--- config.mk ---
export PLATFORM = sky130hd
export DESIGN_NAME = spi_mem_arbiter
export DESIGN_NICKNAME = d
export VERILOG_FILES = /design/src/rtl/spi_mem_arbiter.sv
export SDC_FILE = /design/constraint.sdc
export NUM_CORES = 1
export LEC_CHECK = 0
export ABC_AREA = 1
export ABC_CLOCK_PERIOD_IN_PS = 3800
export BUFFER_PORTS_ARGS = -buffer_cell sky130_fd_sc_hd__buf_2
export CORE_ASPECT_RATIO = 0.8
export CORE_MARGIN = 4
export CORE_UTILIZATION = 30
export DETAILED_ROUTE_END_ITERATION = 6
export REMOVE_ABC_BUFFERS = 1
export SETUP_SLACK_MARGIN = 0.05
export SLEW_MARGIN = 20
export SYNTH_ARGS = -nofsm -noshare
export SYNTH_HDL_FRONTEND = slang
export SYNTH_SLANG_ARGS = --single-unit
--- constraint.sdc ---
create_clock -name clk -period 3.8 [get_ports clk]
set_input_delay 0.38 -clock clk [delete_from_list [all_inputs] [get_ports clk]]
set_output_delay 0.38 -clock clk [all_outputs]
set_load 0.005 [all_outputs]
--- src/rtl/spi_mem_arbiter.sv ---
// SPI-command front end sharing one synchronous RAM port with a local host.
// Round-robin between a one-entry SPI pending buffer and the host requester.
module spi_mem_arbiter #(
  parameter int unsigned ADDR_W = 8,
  parameter int unsigned DATA_W = 8
) (
  input  logic              clk,
  input  logic              rst_n,
  input  logic [9:0]        rx_data,
  input  logic              rx_valid,
  output logic [7:0]        tx_data,
  output logic              tx_valid,
  input  logic              host_req,
  input  logic              host_we,
  input  logic [ADDR_W-1:0] host_addr,
  input  logic [DATA_W-1:0] host_wdata,
  output logic              host_gnt,
  output logic [DATA_W-1:0] host_rdata,
  output logic              host_rvalid,
  output logic              mem_en,
  output logic              mem_we,
  output logic [ADDR_W-1:0] mem_addr,
  output logic [DATA_W-1:0] mem_wdata,
  input  logic [DATA_W-1:0] mem_rdata,
  output logic              ovr_err
);

  typedef enum logic [1:0] {IDLE, ACCESS, RD_WAIT} state_t;

  localparam logic [1:0] OP_WADDR = 2'b00;
  localparam logic [1:0] OP_WRITE = 2'b01;
  localparam logic [1:0] OP_RADDR = 2'b10;
  localparam logic [1:0] OP_READ  = 2'b11;
  localparam logic       OWN_SPI  = 1'b0;
  localparam logic       OWN_HOST = 1'b1;

  state_t              state_q;
  logic [ADDR_W-1:0]   wr_addr_q, rd_addr_q;
  logic                last_grant_q;
  logic                spi_pend_q, pend_we_q;
  logic [ADDR_W-1:0]   pend_addr_q;
  logic [DATA_W-1:0]   pend_wdata_q;
  logic                mem_en_q, mem_we_q;
  logic [ADDR_W-1:0]   mem_addr_q;
  logic [DATA_W-1:0]   mem_wdata_q;
  logic [7:0]          tx_data_q;
  logic                tx_valid_q;
  logic                host_gnt_q, host_rvalid_q;
  logic [DATA_W-1:0]   host_rdata_q;
  logic                ovr_err_q;

  logic [1:0]          rx_op;
  logic [7:0]          rx_pay;
  logic                spi_win_c, host_win_c;

  assign rx_op  = rx_data[9:8];
  assign rx_pay = rx_data[7:0];

  // Round-robin: on contention the requester that did not win last time goes.
  always_comb begin
    spi_win_c  = 1'b0;
    host_win_c = 1'b0;
    if (state_q == IDLE) begin
      spi_win_c  = spi_pend_q && (!host_req || (last_grant_q == OWN_HOST));
      host_win_c = host_req && !spi_win_c;
    end
  end

  always_ff @(posedge clk or negedge rst_n) begin
    if (!rst_n) begin
      state_q       <= IDLE;
      wr_addr_q     <= '0;
      rd_addr_q     <= '0;
      last_grant_q  <= OWN_HOST;
      spi_pend_q    <= 1'b0;
      pend_we_q     <= 1'b0;
      pend_addr_q   <= '0;
      pend_wdata_q  <= '0;
      mem_en_q      <= 1'b0;
      mem_we_q      <= 1'b0;
      mem_addr_q    <= '0;
      mem_wdata_q   <= '0;
      tx_data_q     <= '0;
      tx_valid_q    <= 1'b0;
      host_gnt_q    <= 1'b0;
      host_rvalid_q <= 1'b0;
      host_rdata_q  <= '0;
      ovr_err_q     <= 1'b0;
    end else begin
      host_gnt_q    <= 1'b0;
      host_rvalid_q <= 1'b0;

      if (rx_valid) begin
        tx_valid_q <= 1'b0;
        unique case (rx_op)
          OP_WADDR: wr_addr_q <= ADDR_W'(rx_pay);
          OP_RADDR: rd_addr_q <= ADDR_W'(rx_pay);
          OP_WRITE, OP_READ: begin
            // A full buffer (including one being granted this cycle) drops the op.
            if (spi_pend_q) begin
              ovr_err_q <= 1'b1;
            end else begin
              spi_pend_q   <= 1'b1;
              pend_we_q    <= (rx_op == OP_WRITE);
              pend_addr_q  <= (rx_op == OP_WRITE) ? wr_addr_q : rd_addr_q;
              pend_wdata_q <= DATA_W'(rx_pay);
            end
          end
        endcase
      end

      unique case (state_q)
        IDLE: begin
          if (spi_win_c) begin
            mem_en_q     <= 1'b1;
            mem_we_q     <= pend_we_q;
            mem_addr_q   <= pend_addr_q;
            mem_wdata_q  <= pend_wdata_q;
            last_grant_q <= OWN_SPI;
            spi_pend_q   <= 1'b0;
            state_q      <= ACCESS;
          end else if (host_win_c) begin
            mem_en_q     <= 1'b1;
            mem_we_q     <= host_we;
            mem_addr_q   <= host_addr;
            mem_wdata_q  <= host_wdata;
            last_grant_q <= OWN_HOST;
            host_gnt_q   <= 1'b1;
            state_q      <= ACCESS;
          end
        end
        ACCESS: begin
          mem_en_q <= 1'b0;
          mem_we_q <= 1'b0;
          state_q  <= mem_we_q ? IDLE : RD_WAIT;
        end
        RD_WAIT: begin
          if (last_grant_q == OWN_SPI) begin
            tx_data_q  <= 8'(mem_rdata);
            tx_valid_q <= 1'b1;
          end else begin
            host_rdata_q  <= mem_rdata;
            host_rvalid_q <= 1'b1;
          end
          state_q <= IDLE;
        end
        default: state_q <= IDLE;
      endcase
    end
  end

  assign tx_data     = tx_data_q;
  assign tx_valid    = tx_valid_q;
  assign host_gnt    = host_gnt_q;
  assign host_rdata  = host_rdata_q;
  assign host_rvalid = host_rvalid_q;
  assign mem_en      = mem_en_q;
  assign mem_we      = mem_we_q;
  assign mem_addr    = mem_addr_q;
  assign mem_wdata   = mem_wdata_q;
  assign ovr_err     = ovr_err_q;

endmodule

# Yosys cells after proc, flatten, opt, wreduce, memory -nomap -nowiden

Index checks and enable logic that the tools add are counted.

Output and inout port bits: 38
Word-level logic and storage cells: 74
Register bits after elaboration: 75
Input port bits: 39

Multiplexer cells: 30
Reductions and logical operators: 18
Bitwise gates (word level): 2
Equal/unequal tests: 6

Operators by type and width:

| operator             | count |
|---|---|
| $mux W8              | 5 |
| $mux W1              | 19 |
| $reduce_and A2 Y1    | 6 |
| $eq A2 B2 Y1 const B | 3 |
| $mux W2              | 3 |
| $reduce_and A3 Y1    | 2 |
| $eq A2 B1 Y1 const B | 2 |
| $logic_not A2 Y1     | 2 |
| $pmux W1 S2          | 2 |
| $pmux W2 S2          | 1 |
| $reduce_bool A2 Y1   | 2 |
| $ne A3 B3 Y1 const B | 1 |
| $logic_and A1 B1 Y1  | 2 |
| $logic_not A1 Y1     | 2 |
| $not A1 Y1           | 2 |
| $reduce_or A2 Y1     | 1 |
| $logic_or A1 B1 Y1   | 1 |

# Depth between registers and ports, before layout

Word-level depth: 9
Depth in mapped cells: 7
Mapped depth without buffers: 6

# Worst setup path after synthesis

Ideal clock, no wire load.

Path kind: register to register
From: reg last_grant_q
To: reg last_grant_q
Path slack: 2530 ps
Period minus slack after synthesis: 1270 ps
Stages on the path, launching flop included: 7
Setup time: 76 ps
Data arrival time: 1194 ps
Data required time: 3724 ps
Path buffers: 1
Cells stage by stage: dfstp_2 > inv_1 > nand2_4 > nand3_4 > buf_2 > a21oi_1 > inv_1

Cells in the longest elaborated chain, start to end: 7
Elaborated cells between the ends (all ways): 9
Those cells by class: mux: 3; reduce/logical: 6

RTL lines:

| item                         | line | RTL |
|---|---|---|
| start: declaration           | 39   | `logic last_grant_q;` |
| start signal: assignment     | 74   | `last_grant_q <= OWN_HOST;` |
| start signal: assignment     | 119  | `last_grant_q <= OWN_SPI;` |
| start signal: assignment     | 127  | `last_grant_q <= OWN_HOST;` |
| $logic_or A1 B1 Y1 (*)       | 64   | `spi_win_c = spi_pend_q && (!host_req \|\| (last_grant_q == OWN_HOST));` |
| $logic_and A1 B1 Y1 (*)      | 64   |  |
| $logic_not A1 Y1             | 65   | `host_win_c = host_req && !spi_win_c;` |
| $logic_and A1 B1 Y1          | 65   |  |
| $mux W1                      | 63   | `if (state_q == IDLE) begin` |
| $reduce_bool A2 Y1 (no line) | -    |  |
| $reduce_and A2 Y1 (no line)  | -    |  |

Mark *: on every way between the ends. The rest lies on a longest branch, timed or not.
A chain may end at the register's enable or synchronous reset.

# Final worst setup path

From: reg spi_pend_q
To: reg pend_addr_q[1]

Cells in the longest elaborated chain, start to end: 2

RTL lines:

| item                        | line | RTL |
|---|---|---|
| start: declaration          | 40   | `logic spi_pend_q, pend_we_q;` |
| start signal: assignment    | 75   | `spi_pend_q <= 1'b0;` |
| start signal: assignment    | 103  | `spi_pend_q <= 1'b1;` |
| start signal: assignment    | 120  | `spi_pend_q <= 1'b0;` |
| $not A1 Y1 (no line)        | -    |  |
| $reduce_and A3 Y1 (no line) | -    |  |
| end signal: assignment      | 105  | `pend_addr_q <= (rx_op == OP_WRITE) ? wr_addr_q : rd_addr_q;` |
| end: declaration            | 41   | `logic [ADDR_W-1:0] pend_addr_q;` |

No other way between the ends.

==> results.toml <==
[outcome]
status = "complete, no violations"

[global_routing]
grt-busiest-layer = "met2"
grt_use_met3_pct = 3.65
overflow = 0
track_usage_pct = 12.8
grt_pass1_wl_mm = 12.6
antenna_found_initial = 0
first_global_vias = 2552
use_met2_pct = 20.8
grt_use_met1_pct = 16.6
grt_max_degree = 52

[worst_setup_path]
critPathLaunchType = "flop"
worstSetupPathType = "reg -> reg"
crit_chain = "nor2_2, o21ai_0, o22ai_1"
startpoint = "spi_pend_q$_DFF_PN0_"
crit_slowest_cell = "nor2_2"
required_ns = 4.04
max_stage_delay_ns = 0.93
worstPathMaxFanout = 34
arrival_ns = 2.32
path_delay_family = "simple AND/OR/NAND/NOR gates"
reg2reg_from = "spi_pend_q$_DFF_PN0_"
end_kind = "flop"
path_buf_inv = 0

[logic_synthesis]
synth_cells = 369
ys_seq_area_share_pct = 58.1
synthSimpleGateAreaFrac_pct = 21.0
synth_top_family_by_area = "simple AND/OR/NAND/NOR gates"
synth_edf_count = 0
postSynthAreaPerCell_um2 = 8.77
synth_compound_area_share_pct = 10.6
synth.distinct_cells = 22
synth_seq_cells = 75
yosysWarnings = 0
synth_xor_area_share_pct = 0
syn_area_mm2 = 0.00323
postSynth.asyncResetShare_pct = 100
synth_mux_area_share_pct = 0
synth_ff_type = "dfrtp_1"
synthAdderAreaFrac_pct = 0

[floorplanning]
die_w_um = 124
die_h_um = 101
io-pin-count = 77
dieArea_mm2 = 0.0125
coreArea_mm2 = 0.0104
rows = 33
start_util_pct = 31.1

[placement]
place_congestion = 0.725
dpl.hpwl_mm = 5.31
io_buffers = 76

[sta]
finalSetupTns_ns = 0
relSlewSlack_pct = 31.7
fin_crit_sh_pct = 54.5
rsz0062_at_grt = "no"
fmax_mhz = 482
skew_ns = 0.00364
min_period_ns = 2.07
setup_viol = 0
timing.hold.ws_ns = 0.0455
tightest_slew_ns = 1.02
hold_viol_final = 0
drv_slew = 0

[finish]
regArea_mm2 = 0.00188
final_common_cell = "nand2_1"
drive_gt1_share_pct = 22.4
multi_input_area_mm2 = 0.00102
fin_nets = 481
layout_common_cells = "95 x nand2_1, 76 x buf_2, 74 x dfrtp_1"
utilization_pct = 38.9
syn2layout_area_growth_pct = 25.2
n_antenna_cell = 0
fill_cells = 1063

[cts]
cts_buffers = 9
clock-root-buffer = "clkbuf_16"
cts.path.max_buffers = 2
post-cts-setup-buffers = 0
post_cts_resized = 0
clk_pin_slew_worst_paths_ns = 0.06
clock_latency_ns = 0.33
clkSinkCount = 75
cts_tree = "built"
h-tree-depth = 3
cts_hold_buf = 0

[power]
power.density_mw_per_mm2 = 833
peakVddDrop_v = 0.000268
p_leak_nw = 2.19

[routing]
dr.pass1.iters = 4
ant_nets = 0
wl_mm = 7.44
viasPerCell = 4.43
routedWlPerCell_um = 12.7
drc_errors = 0
num_vias = 2600
drt_iter0_markers = 163

[min_path]
hold_path_class = "in -> async"

[flow_run]
drv_cap = 0
-- cell type report --
| type | instances | area share, % |
|---|---|---|
| Sequential cell | 75 | 46.4 |
| Multi-Input combinational cell | 214 | 25.2 |
| Timing Repair Buffer | 77 | 9.58 |
| Clock buffer | 12 | 6.09 |
| Inverter | 65 | 6.02 |
| Tap cell | 140 | 4.32 |
| Clock inverter | 4 | 2.41 |
-- registers in the layout (all words and copies together), names as in the netlist, 2 cells and up --
| register | cells |
|---|---|
| state_q | 2 |
| mem_addr | 8 |
| mem_wdata | 8 |
| tx_data | 8 |
| pend_wdata_q | 8 |
| host_rdata | 8 |
| pend_addr_q | 8 |
| wr_addr_q | 8 |
| rd_addr_q | 8 |
-- worst paths after layout --
check | to | slack (ns) | cells past startpoint
worst max-delay path | pend_addr_q[1]$_DFFE_PN0P_ | 1.73 | 3
worst min-delay path | host_rdata[3]$_DFFE_PN0P_ | 0.05 | 1
worst max register to register | pend_addr_q[1]$_DFFE_PN0P_ | 1.73 | 3
worst min register to register | state_q[1]$_DFFE_PN0P_ | 0.46 | 1
max in group asynchronous | mem_addr[1]$_DFFE_PN0P_ | 2.69 | 2
min in group clk | tx_valid$_DFF_PN0_ | 0.28 | 2
-- cells in the mapped netlist (2+ instances only) --
library cell,n,area [µm²]
nand4_1,17,106
buf_2,6,30.0
nor2_2,2,12.5
buf_6,3,33.8
inv_1,65,244
o21ai_0,50,250
nand2_4,2,22.5
clkbuf_1,4,15.0
nor2_1,11,41.3
o22ai_1,8,50.1
nand2_1,95,357
dfrtp_1,74,1850
nand3_1,23,115
-- routing by layer --
layer | vias up | part of all wire, %
met5 | - | 0
met4 | 0 | 1.3
met3 | 12 | 5.3
met2 | 43 | 48
met1 | 1229 | 46
li1 | 1316 | -
-- worst register-to-register path: stages, from the launching register on --
cell     delay [ns]
dfrtp_1        0.66
nor2_2         0.93
o21ai_0        0.22
o22ai_1        0.17
-- kinds of logic after synthesis --
group           count (synthesis)
simple gates                  152
flops                          75
buf+inv                        80
compound gates                 62
-- power by group --
group / internal (W) / switching (W) / leakage, nW / total (W)
Combinational: 0.000413 / 0.000659 / 1.10 / 0.00107
Clock: 0.000660 / 0.000316 / 0.163 / 0.000976
Sequential: 0.00114 / 0.000186 / 0.924 / 0.00133
-- metrics by stage --
stage	instance area [µm²]	power (W)	worst slack (ns)	cells
finish	4050	0.00337	1.73	587
global route	4050	0.00365	1.43	587
CTS	4050	0.00342	1.72	587
detailed placement	3710	0.00243	1.74	571
global placement	3710	0.00239	1.83	571
floorplan	3140	0.00198	2.12	354
No activity file was read; power rests on OpenSTA's default activity.
